===== config.mk =====
export PLATFORM = sky130hd
export DESIGN_NAME = instr_fetch
export DESIGN_NICKNAME = d
export VERILOG_FILES = /design/src/rtl/instr_fetch.sv
export SDC_FILE = /design/constraint.sdc
export NUM_CORES = 1
export LEC_CHECK = 0
export BUFFER_PORTS_ARGS = -buffer_cell sky130_fd_sc_hd__buf_2
export CAP_MARGIN = 20
export CORE_UTILIZATION = 42
export DETAILED_ROUTE_END_ITERATION = 12
export PLACE_DENSITY = 0.77
export SLEW_MARGIN = 30
export SYNTH_ARGS = -nofsm -noshare
export SYNTH_HDL_FRONTEND = slang
export SYNTH_SLANG_ARGS = --single-unit

===== constraint.sdc =====
create_clock -name clk -period 2 [get_ports clk]
set_input_delay 0.3 -clock clk [delete_from_list [all_inputs] [get_ports clk]]
set_output_delay 0.3 -clock clk [all_outputs]
set_load 0.02 [all_outputs]

===== src/rtl/instr_fetch.sv =====
// Instruction fetch unit: owns the PC, runs the request/ready handshake to
// instruction memory, holds the fetched word for the control unit and picks
// the next PC from the resolved branch/jump when the datapath retires.
module instr_fetch #(
  parameter logic [31:0] RESET_PC = 32'h0000_0000,
  parameter int          TIMEOUT  = 16
) (
  input  logic        clk,
  input  logic        rst_n,
  output logic        imem_req,
  output logic [31:0] imem_addr,
  input  logic        imem_ready,
  input  logic [31:0] imem_rdata,
  output logic [31:0] instr,
  output logic [6:0]  op,
  output logic [2:0]  f3,
  output logic        f7,
  output logic [31:0] pc,
  output logic [31:0] pc_plus4,
  output logic        instr_valid,
  input  logic        retire,
  input  logic        branch,
  input  logic        jump,
  input  logic [31:0] target,
  output logic        fault,
  output logic [1:0]  fault_code
);

  typedef enum logic [1:0] {S_REQ, S_VALID, S_FAULT} state_t;

  localparam logic [7:0] TO_CNT = 8'(TIMEOUT);

  state_t      state_q, state_d;
  logic [31:0] pc_q, pc_d;
  logic [31:0] instr_q, instr_d;
  logic [7:0]  cnt_q, cnt_d;
  logic [1:0]  fcode_q, fcode_d;
  logic [31:0] next_pc;
  logic [7:0]  cnt_inc;

  assign pc_plus4 = pc_q + 32'd4;
  // branch and jump both redirect to target, so a plain OR selects it
  assign next_pc  = (branch | jump) ? target : pc_plus4;
  assign cnt_inc  = cnt_q + 8'd1;

  // Next-state logic for the fetch FSM and its datapath registers
  always_comb begin
    state_d = state_q;
    pc_d    = pc_q;
    instr_d = instr_q;
    cnt_d   = cnt_q;
    fcode_d = fcode_q;
    case (state_q)
      S_REQ: begin
        if (imem_ready) begin
          // a ready on the last allowed edge still wins over the timeout
          instr_d = imem_rdata;
          state_d = S_VALID;
          cnt_d   = 8'd0;
        end else begin
          cnt_d = cnt_inc;
          if (cnt_inc == TO_CNT) begin
            state_d = S_FAULT;
            fcode_d = 2'b01;
          end
        end
      end
      S_VALID: begin
        if (retire) begin
          if (next_pc[1:0] != 2'b00) begin
            // pc keeps the address of the offending instruction
            state_d = S_FAULT;
            fcode_d = 2'b10;
          end else begin
            pc_d    = next_pc;
            state_d = S_REQ;
            cnt_d   = 8'd0;
          end
        end
      end
      S_FAULT: begin
        state_d = S_FAULT;
      end
      default: begin
        state_d = S_FAULT;
      end
    endcase
  end

  // State registers with synchronous active-low reset
  always_ff @(posedge clk) begin
    if (!rst_n) begin
      state_q <= S_REQ;
      pc_q    <= RESET_PC;
      instr_q <= 32'd0;
      cnt_q   <= 8'd0;
      fcode_q <= 2'b00;
    end else begin
      state_q <= state_d;
      pc_q    <= pc_d;
      instr_q <= instr_d;
      cnt_q   <= cnt_d;
      fcode_q <= fcode_d;
    end
  end

  assign imem_req    = (state_q == S_REQ);
  assign instr_valid = (state_q == S_VALID);
  assign fault       = (state_q == S_FAULT);
  assign fault_code  = fcode_q;
  assign imem_addr   = pc_q;
  assign pc          = pc_q;
  assign instr       = instr_q;
  assign op          = instr_q[6:0];
  assign f3          = instr_q[14:12];
  assign f7          = instr_q[30];

endmodule


# ---- Word-level counts from Yosys, hierarchy flattened
# Cells that the tools add are included.
dict set report word_totals {
  inputBits 70
  out_inout_bits 144
  ff_bits 76
  wordCells 41
}
dict set report op_classes {
  addsub 2
  n_eq_ne 9
  reduce_logical 8
  muxes 15
  n_bitwise 2
}
# operator count
set op_table {}
lappend op_table {{$add A32 B3 Y32 const B} 1}
lappend op_table {{$mux W32} 1}
lappend op_table {{$mux W8} 3}
lappend op_table {{$mux W2} 8}
lappend op_table {{$pmux W8 S2} 1}
lappend op_table {{$add A8 B1 Y8 const B} 1}
lappend op_table {{$eq A8 B5 Y1 const B} 1}
lappend op_table {{$pmux W2 S2} 2}
lappend op_table {{$ne A2 B1 Y1 const B} 3}
lappend op_table {{$reduce_and A3 Y1} 2}
lappend op_table {{$reduce_and A5 Y1} 1}
lappend op_table {{$ne A2 B2 Y1 const B} 2}
lappend op_table {{$reduce_and A2 Y1} 2}
lappend op_table {{$reduce_bool A2 Y1} 2}
lappend op_table {{$ne A3 B1 Y1 const B} 1}
lappend op_table {{$eq A2 B1 Y1 const B} 1}
lappend op_table {{$eq A2 B2 Y1 const B} 1}
lappend op_table {{$logic_not A2 Y1} 1}
lappend op_table {{$not A1 Y1} 1}
lappend op_table {{$or A1 B1 Y1} 1}

# ---- Longest topological paths before layout
dict set report logic_depth {
  depth_word 6
  depth_mapped 8
  mapped_depth_nobuf 6
}

# ---- Worst setup path before layout
# No wires, ideal clock.
dict set report synth_path {
  path_kind {register -> output}
  start {register pc_q[5] (netlist: imem_addr[5])}
  end {output port pc_plus4[19]}
  t_required_ps 1700
  stages_incl_launch_ff 9
  t_arrival_ps 2042
  n_path_buf 3
  slack_ps -342
  path_cell_list {dfxtp_1 > buf_2 > and4_1 > buf_2 > nand2_1 > or3_1 > clkbuf_1 > nor2_1 > xor2_1}
}
dict set report synth_between {
  elab_chain_cells 1
}
# element line_no
set synth_lines {}
lappend synth_lines {{start, declared} 34} ;# logic [31:0] pc_q, pc_d;
lappend synth_lines {{start signal, assigned} 100} ;# pc_q <= pc_d;
lappend synth_lines {{$add A32 B3 Y32} 41} ;# assign pc_plus4 = pc_q + 32'd4;
lappend synth_lines {{end, declared} 19} ;# output logic [31:0] pc_plus4,
# No other way between the ends.

# ---- Final worst setup path
dict set report layout_path {
  start {register pc_q[20] (netlist: imem_addr[20])}
  end {output port pc_plus4[29]}
}
# The elaborated chain is that of the path after synthesis.

==> results.md <==
* Final hold violation count at 0
* Final net count at 888
* P&R area growth vs syn at 52.6%
* Grt ovf at 0
* Critical path type: reg -> out
* TritonCTS Buffers at 9
* Critical Path, Cell by Cell: nand4_1 -> buf_4 -> buf_4 -> nor2_1 -> nand4b_1 -> xnor2_2 -> buf_2
* Initial core utilization at 44.0%
* Crit end category: output port
* Commonest non-fill, non-tap cells in the layout: 192 x buf_2, 106 x nand2_1, 104 x buf_4, 58 x a21oi_1, 57 x dfxtp_1
* Syn Nets at 650
* Distinct cells, synth at 60
* Switching Share at 33.2%
* Worst slack, placed at 0.0338 ns
* Max Cap Viol at 0
* Die Area at 10800 um^2
* Synthesis warning total at 0
* First-pass GRT wire length at 24300 um
* H-tree depth at 3
* Final Setup Violations at 19
* # rows at 36
* Clock Latency Late Sink at 0.36 ns
* Area of the core at 9950 um^2
* Failing checks: negative setup slack
* Ys flop type: dfxtp_1
* CP delay by family, top: simple AND/OR/NAND/NOR gates
* Clock-pin slew on the worst setup and hold paths at 0.10 ns
* FFs w/ async S/R, synth at 0%
* Status: finished, violations left
* Core Util, Final at 67.1%
* Hold path depth at 3
* Synth Instances at 578
* Syn avg cell area at 7.57 um^2
* Via count at 5366
* Setup Skew at 0.0120 ns
* Mapped Area at 4380 um^2
* Leakage dissipation at 3.37 nW
* RSZ-0062 raised after global routing: true
* Clock Sinks at 76
* Max incr delay on CP at 0.36 ns
* WP buf/inv at 3
* Hold crit path type: in -> reg
* Slew @ Worst Pin at 0.614 ns
* GPL Wtd Cong at 0.918
* Max Fclk at 442 MHz
* Slowest cell on crit path: dfxtp_4
* HP Start: imem_rdata[29]
* Count of input and output buffers at 213
* DRT antenna net count at 0
* Max-slew headroom at 59.1%
* Critical Path Fanout Max at 3
* Final period util at 113%
* Post-synth EDFFs at 0
* Vias/cell at 5.62
* Post-route cell area at 6680 um^2
* Die H at 104 um
* Initial antenna violation count at 1
* Max-slew violations at 0
* Most common cell after layout, fill and taps aside: buf_2
* DR iter-0 viols at 406
* WHS at 0.163 ns
* Total GRT Usage at 27.6%
* R2R cell count at 8
* Seq pwr share at 46.7%
* WL/cell at 16.9 um
* Pwr/cell area at 517 nW/um^2
* Flop2flop setup slack at 0.03 ns
* Sequential area share after synthesis at 34.8%
* Req. time, crit path at 1.70 ns
* First drt pass iteration count at 4
* Drt drc at 0
* Largest net degree at the start of global routing at 47
* Total Wirelength at 16100 um
* Final critical-path required period at 2.26 ns
* Worst-case clock buffer depth at 2
* Worst EP arrival at 1.96 ns
* Clock group share of total power at 33.5%
* Top Ports at 214
* Yosys reg bits at 76
* Crit start category: flop
* Placed cell area at 5690 um^2
* Internal power at 2.31 mW
* Hold-fix buffers, CTS at 0
* Most frequent CP cell: buf_4
* Power share of the combinational group at 19.8%
* Sw power at 1.15 mW
* Vias in the first global route at 4934
* Hold EP: instr[29]
* Layout cell share with drive strength beyond 1 at 50.5%
* Peak supply drop at 0.000392 V
* Critical R2R Capture: imem_addr[28]
* DIE WIDTH at 104 um
* CTS tree: yes
* Reg2reg start: imem_addr[17]
* Root Buffer: clkbuf_8
* Dpl hpwl at 10700 um
* Final setup TNS at -3.25 ns
* Setup WS post-layout at -0.263 ns
* Critical Path Source: imem_addr[20]
power groups by stage:
stage	registers, mW	clock network, mW	logic (mW)
2_1_floorplan	1.72	0	0.343
3_3_place_gp	1.65	0	0.638
5_1_grt	1.62	1.23	0.735
3_5_place_dp	1.65	0	0.648
4_1_cts	1.61	1.16	0.664
6_report	1.61	1.16	0.684
worst max path at each step:
stage / slack, ns / cells after the start / endpoint
after floorplan: -0.07 / 8 / pc_plus4[19]
final: -0.26 / 7 / pc_plus4[29]
after detailed placement: 0.03 / 6 / pc_plus4[27]
after global placement: 0.06 / 6 / pc_plus4[27]
after CTS: -0.24 / 7 / pc_plus4[26]
after global routing: -0.38 / 7 / pc_plus4[29]
repair_timing:
item | in CTS | in global routing
hold endpoints to repair | 0 | 0
setup buffers | 29 | 20
setup endpoints to repair | 23 | 41
resized for setup | 63 | 45
pin swaps | 27 | 26
synthesized netlist by cell type, types with 3 or more instances:
| cell | instances | share of area, % |
|---|---|---|
| nand2_1 | 111 | 9.5 |
| dfxtp_1 | 76 | 35 |
| a21oi_1 | 58 | 6.6 |
| buf_4 | 45 | 7.7 |
| clkbuf_1 | 35 | 3.0 |
| nand3_1 | 31 | 3.5 |
| nor2_1 | 30 | 2.6 |
| xnor2_1 | 19 | 3.8 |
| nor3_1 | 13 | 1.5 |
| o21ai_0 | 12 | 1.4 |
| nand4_1 | 11 | 1.6 |
| and3_1 | 10 | 1.4 |
| buf_2 | 9 | 1.0 |
| o22ai_1 | 9 | 1.3 |
| xor2_1 | 9 | 1.8 |
| a22oi_1 | 7 | 1.2 |
| a31oi_1 | 7 | 1.0 |
| nor4_1 | 6 | 0.86 |
| inv_1 | 5 | 0.43 |
| o211ai_1 | 5 | 0.86 |
| or3_1 | 5 | 0.71 |
| a211oi_1 | 4 | 0.69 |
| and4_1 | 4 | 0.80 |
| o221ai_1 | 4 | 0.80 |
| a21o_1 | 3 | 0.51 |
| a22o_1 | 3 | 0.60 |
| o211a_1 | 3 | 0.69 |
| o31ai_1 | 3 | 0.51 |
metrics by stage:
stage | std cells | total power [mW]
after floorplan | 578 | 2.07
after global placement | 893 | 2.28
after detailed placement | 893 | 2.30
after CTS | 938 | 3.44
after global routing | 955 | 3.59
final | 955 | 3.45
flip-flops by register name, summed over array words and instances, names as in the netlist:
name,count
state_q,2
cnt_q,8
fault_code,2
instr,32
imem_addr,32
layout make-up:
type / count / area [um^2]
Clock buffer: 9 / 124
Tap cell: 133 / 166
Multi-Input combinational cell: 407 / 2750
Clock inverter: 7 / 63.8
Fill cell: 795 / 3280
Antenna cell: 1 / 2.50
Timing Repair Buffer: 317 / 1990
Inverter: 5 / 18.8
Sequential cell: 76 / 1570
cell families (layout without fill, tap and decap cells):
family | count (synthesis) | after routing | synth area share, %
and+or+nand+nor | 239 | 239 | 26.4
AOI/OAI and AO/OA | 135 | 135 | 19.7
buffers and inverters | 95 | 338 | 12.3
DFF | 76 | 76 | 34.8
xor gates and xnor gates | 28 | 28 | 5.60
muxes | 3 | 3 | 0.715
adders and majority gates | 2 | 2 | 0.572
other | 0 | 1 | 0
per-layer routing:
layer	part of all wire, %	GRT usage [%]
met1	38	32.6
met2	51	47.7
met3	6.2	4.82
met4	4.1	14.9
met5	0	0
tightest hold or removal path, cell delays in order:
cell and delay (ns):
buf_2 0.10, nand2_1 0.04, a21oi_1 0.05
Power figures use the tool's default switching activity.
